## config.mk

```make
export PLATFORM = sky130hd
export DESIGN_NAME = decode_queue
export DESIGN_NICKNAME = d
export VERILOG_FILES = /design/src/rtl/decode_queue.sv
export SDC_FILE = /design/constraint.sdc
export NUM_CORES = 1
export LEC_CHECK = 0
export CAP_MARGIN = 20
export CORE_UTILIZATION = 55
export CTS_CLUSTER_DIAMETER = 50
export DETAILED_ROUTE_END_ITERATION = 8
export PLACE_DENSITY_LB_ADDON = 0.15
export SETUP_SLACK_MARGIN = 0.15
export SYNTH_ARGS = -nofsm -noshare
export SYNTH_HDL_FRONTEND = slang
export SYNTH_SLANG_ARGS = --single-unit
```

## constraint.sdc

```tcl
create_clock -name clk -period 5.2 [get_ports clk]
set_input_delay 1.3 -clock clk [delete_from_list [all_inputs] [get_ports clk]]
set_output_delay 1.3 -clock clk [all_outputs]
set_load 0.005 [all_outputs]
```

## src/rtl/decode_queue.sv

```systemverilog
// Purpose: RV32I decode stage; decodes each fetched word and queues it in a DEPTH-entry ring buffer.
// Latency: accept in cycle N -> head with out_valid in cycle N+1 when the queue was empty.
// Backpressure: in_ready = not full (registered, no bypass); out_valid = not empty; flush empties the queue.
// Ports: clk/rst_n (async active-low); flush; in_valid/in_ready/in_inst/in_pc from fetch;
//        out_valid/out_ready plus out_pc/out_op/out_rd/out_rs1/out_rs2/out_imm and the
//        decode flags toward dispatch; count = number of occupied entries.
module decode_queue #(
  parameter int DEPTH  = 4,
  parameter int ADDR_W = 32
) (
  input  logic                     clk,
  input  logic                     rst_n,
  input  logic                     flush,
  input  logic                     in_valid,
  output logic                     in_ready,
  input  logic [31:0]              in_inst,
  input  logic [ADDR_W-1:0]        in_pc,
  output logic                     out_valid,
  input  logic                     out_ready,
  output logic [ADDR_W-1:0]        out_pc,
  output logic [4:0]               out_op,
  output logic [4:0]               out_rd,
  output logic [4:0]               out_rs1,
  output logic [4:0]               out_rs2,
  output logic [31:0]              out_imm,
  output logic                     out_use_imm,
  output logic                     out_branch,
  output logic                     out_ls,
  output logic                     out_jalr,
  output logic                     out_illegal,
  output logic [$clog2(DEPTH):0]   count
);

  localparam int PTR_W = $clog2(DEPTH);
  localparam int CNT_W = PTR_W + 1;

  // Shared operation codes, ADD..LUI.
  localparam logic [4:0] OP_ADD  = 5'd0,  OP_SUB  = 5'd1,  OP_SLL   = 5'd2,  OP_SLT  = 5'd3;
  localparam logic [4:0] OP_SLTU = 5'd4,  OP_XOR  = 5'd5,  OP_SRL   = 5'd6,  OP_SRA  = 5'd7;
  localparam logic [4:0] OP_OR   = 5'd8,  OP_AND  = 5'd9,  OP_LB    = 5'd10, OP_LH   = 5'd11;
  localparam logic [4:0] OP_LW   = 5'd12, OP_LBU  = 5'd13, OP_LHU   = 5'd14, OP_SB   = 5'd15;
  localparam logic [4:0] OP_SH   = 5'd16, OP_SW   = 5'd17, OP_BEQ   = 5'd18, OP_BNE  = 5'd19;
  localparam logic [4:0] OP_BLT  = 5'd20, OP_BGE  = 5'd21, OP_BLTU  = 5'd22, OP_BGEU = 5'd23;
  localparam logic [4:0] OP_JAL  = 5'd24, OP_JALR = 5'd25, OP_AUIPC = 5'd26, OP_LUI  = 5'd27;

  localparam logic [6:0] OPC_LUI    = 7'b0110111;
  localparam logic [6:0] OPC_AUIPC  = 7'b0010111;
  localparam logic [6:0] OPC_JAL    = 7'b1101111;
  localparam logic [6:0] OPC_JALR   = 7'b1100111;
  localparam logic [6:0] OPC_BRANCH = 7'b1100011;
  localparam logic [6:0] OPC_LOAD   = 7'b0000011;
  localparam logic [6:0] OPC_STORE  = 7'b0100011;
  localparam logic [6:0] OPC_OPIMM  = 7'b0010011;
  localparam logic [6:0] OPC_OP     = 7'b0110011;

  typedef struct packed {
    logic [ADDR_W-1:0] pc;
    logic [4:0]        op;
    logic [4:0]        rd;
    logic [4:0]        rs1;
    logic [4:0]        rs2;
    logic [31:0]       imm;
    logic              use_imm;
    logic              branch;
    logic              ls;
    logic              jalr;
    logic              illegal;
  } entry_t;

  // inst[30] picks SUB (register form only) and SRA/SRAI; other funct7 bits are ignored.
  function automatic logic [4:0] alu_op(input logic [2:0] f3, input logic alt, input logic reg_reg);
    logic [4:0] op;
    case (f3)
      3'd0:    op = (reg_reg && alt) ? OP_SUB : OP_ADD;
      3'd1:    op = OP_SLL;
      3'd2:    op = OP_SLT;
      3'd3:    op = OP_SLTU;
      3'd4:    op = OP_XOR;
      3'd5:    op = alt ? OP_SRA : OP_SRL;
      3'd6:    op = OP_OR;
      default: op = OP_AND;
    endcase
    return op;
  endfunction

  logic [6:0]  opc;
  logic [2:0]  f3;
  logic [31:0] imm_i, imm_s, imm_b, imm_j, imm_u, imm_sh;
  logic        bad;
  entry_t      dec;

  assign opc    = in_inst[6:0];
  assign f3     = in_inst[14:12];
  assign imm_i  = {{20{in_inst[31]}}, in_inst[31:20]};
  assign imm_s  = {{20{in_inst[31]}}, in_inst[31:25], in_inst[11:7]};
  assign imm_b  = {{19{in_inst[31]}}, in_inst[31], in_inst[7], in_inst[30:25], in_inst[11:8], 1'b0};
  assign imm_j  = {{11{in_inst[31]}}, in_inst[31], in_inst[19:12], in_inst[20], in_inst[30:21], 1'b0};
  assign imm_u  = {in_inst[31:12], 12'h000};
  assign imm_sh = {27'd0, in_inst[24:20]};

  always_comb begin
    bad         = 1'b0;
    dec         = '0;
    dec.pc      = in_pc;
    dec.rd      = in_inst[11:7];
    dec.rs1     = in_inst[19:15];
    dec.rs2     = in_inst[24:20];
    dec.op      = OP_ADD;
    dec.use_imm = 1'b1;
    case (opc)
      OPC_LUI:   begin dec.op = OP_LUI;   dec.imm = imm_u; end
      OPC_AUIPC: begin dec.op = OP_AUIPC; dec.imm = imm_u; end
      OPC_JAL:   begin dec.op = OP_JAL;   dec.imm = imm_j; dec.branch = 1'b1; end
      OPC_JALR: begin
        dec.op     = OP_JALR;
        dec.imm    = imm_i;
        dec.branch = 1'b1;
        dec.jalr   = 1'b1;
        bad        = (f3 != 3'd0);
      end
      OPC_BRANCH: begin
        dec.imm    = imm_b;
        dec.branch = 1'b1;
        case (f3)
          3'd0:    dec.op = OP_BEQ;
          3'd1:    dec.op = OP_BNE;
          3'd4:    dec.op = OP_BLT;
          3'd5:    dec.op = OP_BGE;
          3'd6:    dec.op = OP_BLTU;
          3'd7:    dec.op = OP_BGEU;
          default: bad = 1'b1;
        endcase
      end
      OPC_LOAD: begin
        dec.imm = imm_i;
        dec.ls  = 1'b1;
        case (f3)
          3'd0:    dec.op = OP_LB;
          3'd1:    dec.op = OP_LH;
          3'd2:    dec.op = OP_LW;
          3'd4:    dec.op = OP_LBU;
          3'd5:    dec.op = OP_LHU;
          default: bad = 1'b1;
        endcase
      end
      OPC_STORE: begin
        dec.imm = imm_s;
        dec.ls  = 1'b1;
        case (f3)
          3'd0:    dec.op = OP_SB;
          3'd1:    dec.op = OP_SH;
          3'd2:    dec.op = OP_SW;
          default: bad = 1'b1;
        endcase
      end
      OPC_OPIMM: begin
        dec.op  = alu_op(f3, in_inst[30], 1'b0);
        dec.imm = (f3 == 3'd1 || f3 == 3'd5) ? imm_sh : imm_i;
      end
      OPC_OP: begin
        dec.op      = alu_op(f3, in_inst[30], 1'b1);
        dec.use_imm = 1'b0;
      end
      default: bad = 1'b1;
    endcase
    // Illegal words still queue so dispatch can trap in order; scrub them to a harmless ADD.
    if (bad) begin
      dec.op      = OP_ADD;
      dec.imm     = '0;
      dec.use_imm = 1'b0;
      dec.branch  = 1'b0;
      dec.ls      = 1'b0;
      dec.jalr    = 1'b0;
    end
    dec.illegal = bad;
  end

  entry_t     mem [DEPTH];
  entry_t     head;
  logic [PTR_W-1:0] wr_ptr, rd_ptr;
  logic       enq, deq;

  // Ready/valid come from count only, so neither depends combinationally on the other side.
  assign in_ready  = (count != CNT_W'(DEPTH));
  assign out_valid = (count != '0);
  assign enq       = in_valid && in_ready && !flush;
  assign deq       = out_valid && out_ready && !flush;

  always_ff @(posedge clk or negedge rst_n) begin
    if (!rst_n) begin
      wr_ptr <= '0;
      rd_ptr <= '0;
      count  <= '0;
    end else if (flush) begin
      wr_ptr <= '0;
      rd_ptr <= '0;
      count  <= '0;
    end else begin
      if (enq) wr_ptr <= wr_ptr + 1'b1;
      if (deq) rd_ptr <= rd_ptr + 1'b1;
      case ({enq, deq})
        2'b10:   count <= count + 1'b1;
        2'b01:   count <= count - 1'b1;
        default: count <= count;
      endcase
    end
  end

  // Payload storage carries no reset; only the pointers and count define validity.
  always_ff @(posedge clk) begin
    if (enq) mem[wr_ptr] <= dec;
  end

  assign head        = mem[rd_ptr];
  assign out_pc      = head.pc;
  assign out_op      = head.op;
  assign out_rd      = head.rd;
  assign out_rs1     = head.rs1;
  assign out_rs2     = head.rs2;
  assign out_imm     = head.imm;
  assign out_use_imm = head.use_imm;
  assign out_branch  = head.branch;
  assign out_ls      = head.ls;
  assign out_jalr    = head.jalr;
  assign out_illegal = head.illegal;

endmodule

```

Word-level counts from Yosys, hierarchy flattened
Memories as Yosys holds them, arrays and structs flattened.
Cells that the tools add are included.
{"block": "classes", "mux": 28, "eq_ne": 19, "n_reduce_logical": 20, "addsub": 4}
{"cell": "case mux 32 bit (6 select lines)", "count": 1}
{"cell": "case mux 4 bit (7 select lines)", "count": 2}
{"cell": "case mux 5 bit (9 select lines)", "count": 1}
{"cell": "two-way mux 36 bit", "count": 1}
{"cell": "two-way mux 32 bit", "count": 1}
{"cell": "case mux 5 bit (6 select lines)", "count": 1}
{"cell": "== test 7 x 6 -> 1 bit (second input constant)", "count": 3}
{"cell": "== test 7 bit (second input constant)", "count": 3}
{"cell": "case mux 4 bit (5 select lines)", "count": 1}
{"cell": "case mux 5 bit (3 select lines)", "count": 1}
{"cell": "== test 7 x 5 -> 1 bit (second input constant)", "count": 2}
{"cell": "== test 3 bit (second input constant)", "count": 4}
{"cell": "two-way mux 1 bit", "count": 11}
{"cell": "OR reduction 5 bit", "count": 2}
{"cell": "nonzero test 3 bit", "count": 3}
{"cell": "two-way mux 2 bit", "count": 4}
{"cell": "== test 7 x 2 -> 1 bit (second input constant)", "count": 1}
{"cell": "== test 3 x 2 -> 1 bit (second input constant)", "count": 2}
{"cell": "case mux 3 bit (2 select lines)", "count": 1}
{"cell": "OR reduction 2 bit", "count": 3}
{"cell": "OR reduction 3 bit", "count": 2}
{"cell": "OR reduction 6 bit", "count": 1}
{"cell": "two-way mux 5 bit", "count": 1}
{"cell": "case mux 1 bit (5 select lines)", "count": 1}
{"cell": "other kinds (13)", "count": 18}
{"block": "word_totals", "regBits": 7, "out_inout_bits": 94, "ram_bits": 356, "mem_count": 1}
{"memory": "mem", "words": 4, "word_bits": 89, "read_ports": 1, "rd_clocked_by_memory_dff": 0, "write_ports": 1, "line_no": "178", "source": "entry_t mem [DEPTH];"}

Logic depth before layout (Yosys ltp)
{"block": "logic_depth", "depth_word": 6, "depth_mapped": 8, "ltp_nobuf": 7}

Worst setup path before layout
Ideal clock, no wire load.
{"block": "synth_timing", "path_kind": "input to register", "from": "input flush", "to": "memory mem[0][0] (netlist name) (enable)", "slack_ns": 1.004, "setup_ns": 0.458, "path_buffers": 1, "t_required_ns": 4.742, "t_arrival_ns": 3.738, "stages": 3, "cell_sequence": "clkbuf_1 nor2_1 and2_1"}
{"block": "synth_via", "elab_chain_len": 4}
{"item": "start, declared", "line_no": "13", "source": "input logic flush,"}
{"item": "zero test 1 bit", "line_no": "186", "source": "assign enq = in_valid && in_ready && !flush;"}
{"item": "logical AND 1 bit", "line_no": "186"}
{"item": "two-way mux 1 bit", "line_no": "211", "source": "if (enq) mem[wr_ptr] <= dec;"}
{"item": "two-way mux 1 bit (not written as such)", "line_no": "211"}
{"item": "end, declared", "line_no": "178"}
No other way between the ends.

Worst setup path in the final report
{"block": "layout_timing", "from": "register rd_ptr[0]", "to": "output out_op[1]"}
{"block": "layout_via", "elab_chain_len": 1}
{"item": "start, declared", "line_no": "180", "source": "logic [PTR_W-1:0] wr_ptr, rd_ptr;"}
{"item": "start signal, assigned", "line_no": "200", "source": "if (deq) rd_ptr <= rd_ptr + 1'b1;"}
{"item": "memory (4 x 89 bit)"}
{"item": "end, declared", "line_no": "21", "source": "output logic [4:0] out_op,"}
No other way between the ends.

==> results by group <==
Floorplanning
  – Die height: 163 um
  – Die Wd: 163 um
  – Row cnt: 58
  – Core area: 25,300 um^2
  – Initial Util: 56.4%
  – Io pins: 163
  – Die area: about 27,000 um^2

Logic synthesis
  – Syn Nets: 765
  – Mapped Cells: 691
  – Synth warn: 0
  – Mapped Area: approximately 14,000 um^2
  – Mapped Avg Cell Area: 20.7 um^2
  – Ys async rst share: ~1.9%
  – EDFF count, synth: 356
  – Yosys cell types: 54
  – Yosys top cell by area: edfxtp_1
  – Area contributors post-synth: edfxtp_1 (75%), mux4_2 (14%), dfrtp_1 (1.2%)
  – Dominant cell by count in the synthesized netlist: edfxtp_1
  – Synth Register Bits: roughly 360
  – Commonest cells post-synth: edfxtp_1 (356), mux4_2 (89), nand2_1 (38)
  – Post-synthesis sequential area ratio: 76.0%
  – Post-synth top area share: 74.8%
  – Most used DFF post-synth: edfxtp_1

Global routing
  – Initial antenna violation count: 1
  – First-pass GRT wire length: about 43,000 um
  – Met3 usage: under 10%
  – Vias in the first global route: ~7,600
  – Total GRT Usage: 22.0%
  – Met1 Usage GRT: 28.5%
  – GRT Residual Overflow: 0
  – GRT busiest layer: met2
  – M2 GR Usage: a little under two fifths
  – Largest net degree at the start of global routing: just over 70

Routing
  – Vias: 7,176
  – WL/cell: 23.3 um
  – Initial DRC count: 594
  – Drt pass-1 iters: 5
  – DRC Markers: 0
  – Vias per inst: 5.88
  – Final ANT Viol Nets: 0
  – Total wire length: 28,400 um

Worst setup path
  – Flop2flop setup slack: 2.56 ns
  – CP top delay family: buffers and inverters
  – Worst R2R Path Depth: 5
  – CP endpoint kind: output pin
  – Crit path DAT: 2.91 ns
  – Crit-path slowest cell: dfrtp_4
  – Crit path launch type: flop
  – RR Startpoint: count[0]$_DFFE_PN0P_
  – Setup CP Type: reg2out
  – Crit-path max cell delay: 0.80 ns
  – Worst Path Required: 3.90 ns
  – Bufs and invs on worst path: 2
  – CP Cell Sequence: buf_4, mux4_2, clkdlybuf4s50_1
  – R2r endpoint: mem[1][70]$_DFFE_PP_
  – CP max FO: 28

Final layout
  – Fraction of layout cells with a size suffix above 1: ~20%
  – P&R area growth vs syn: 22.1%
  – Layout Nets: 939

Power and ir drop
  – Power Total: between 7 and 8 mW
  – P_int: around 6 mW
  – Sw Pwr: 1.85 mW
  – Leakage power total: about 5.5 nW
  – Sw Ratio: 23.7%
  – Power Density: 450 nW/um^2
  – Logic pwr share: 22.8%
  – VDD IR max: about 350 uV
  – Flop pwr share: a little under half
  – Clock network power share: 31.9%

Placed design
  – Gpl congestion: between 0.8 and 0.9
  – Post-DP HPWL: 17,700 um
  – Port Buf Inserts: ~160

Clock network
  – TritonCTS Sinks: approximately 360
  – H-tree depth: 2
  – Clk Tree Root Cell: clkbuf_16
  – Post-CTS Setup Bufs: 0
  – Clock transition at path regs: 0.06 ns
  – Clock Latency Late Sink: 0.52 ns
  – CTS tree: done
  – CTS Hold Buffers Added: 0
  – Post-cts sizing count: 0
  – Num CTS Buffers: 38
  – Clock Path Buffers: 3

Run
  – Maxcap violations: 0

STA
  – Setup skew after layout: 0.0200 ns
  – Worst slew margin: about a third
  – Final setup viols: 0
  – Endpoints failing hold: 0
  – FMAX: 0.238 GHz
  – Setup TNS: 0 ns
  – Max Slew Vio Count: 0
  – RSZ-0062 raised after global routing: no
  – Tcrit/Tclk final: about four fifths
  – Least-Margin Pin Slew: 0.976 ns
  – Tmin final: 4.21 ns

Hold path
  – Worst Hold Class: reg2reg
  – Hold Path Sink: wr_ptr[1]$_DFFE_PN0P_
  – Hold Crit Depth: 2
  – Min-delay src: wr_ptr[1]$_DFFE_PN0P_

Outcome
  – Status: completed
final cells by class:
type	count	area (um^2)
antenna	1	2.50
timing repair buffer	173	1750
inverter	7	26.3
fill	1599	7880
clock inverter	18	159
multi-input combinational	282	3210
tap	330	413
clock buffer	46	1000
sequential	363	10900
power groups by stage:
stage / Clock (mW) / Sequential [mW] / Combinational (mW)
global route: 2.65 / 3.57 / 1.92
CTS: 2.54 / 3.56 / 1.83
finish: 2.50 / 3.55 / 1.79
floorplan: 0 / 3.53 / 0.974
global placement: 0 / 3.60 / 1.81
detailed placement: 0 / 3.62 / 1.82
layout by cell type (no fill, tap or decap), drive strengths merged, types with 3 or more instances in the layout:
master         count
clkinv            14
a211o              3
or3                4
nor3               8
clkbuf            46
edfxtp           356
a22oi              5
a21oi             27
inv                9
nand3             12
o21ai             11
xnor2              4
and2              12
nor2b              3
a31oi              3
mux4              89
dfrtp              7
nor2              24
nand4              3
ha                 4
buf               11
clkdlybuf4s50    162
nand2             38
state kept, by name, indices dropped and copies added, names as in the netlist:
name,count
count,3
rd_ptr,2
mem,356
wr_ptr,2
through the flow:
step	hold WS [ns]	instances	instance area (um^2)	setup slack, ns	util (%)
6_report	0.609	1220	17400	0.994	68.9
5_1_grt	0.637	1219	17400	0.819	68.9
2_1_floorplan	0.543	691	14300	1.00	-
4_1_cts	0.603	1219	17400	0.904	68.9
3_3_place_gp	0.557	1155	16300	1.27	64.3
3_5_place_dp	0.595	1155	16300	1.21	64.3
how the worst max path moves through the flow:
stage                          start                   end  slack, ns  cells past startpoint
4_1_cts        rd_ptr[0]$_DFFE_PN0P_             out_op[1]       0.90                      3
5_1_grt        rd_ptr[0]$_DFFE_PN0P_             out_op[1]       0.82                      3
3_5_place_dp             in_inst[13]  mem[0][32]$_DFFE_PP_       1.21                      6
2_1_floorplan                  flush   mem[0][0]$_DFFE_PP_       1.00                      3
6_report       rd_ptr[0]$_DFFE_PN0P_             out_op[1]       0.99                      3
3_3_place_gp             in_inst[13]  mem[0][34]$_DFFE_PP_       1.27                      6
layer usage:
layer | vias up | wire [um]
met5 | - | 0
met4 | 0 | 676
met3 | 49 | 1660
met2 | 239 | 14600
met1 | 3696 | 11500
li1 | 3192 | -
worst register-to-register path, delay by kind of cell, from the launching register on:
family	cells	cell delay [ns]
DFF	1	0.48
buffers and inverters	1	0.53
and+or+nand+nor	4	1.27
logic make-up after synthesis:
family / Yosys count / synth area share (%)
fa+ha+maj: 5 / 0.490
buf+inv: 46 / 1.55
simple gates: 114 / 4.05
mux: 91 / 14.2
compound gates: 66 / 3.34
xor+xnor: 6 / 0.368
flops: 363 / 76.0
No activity file was read; power rests on OpenSTA's default activity.
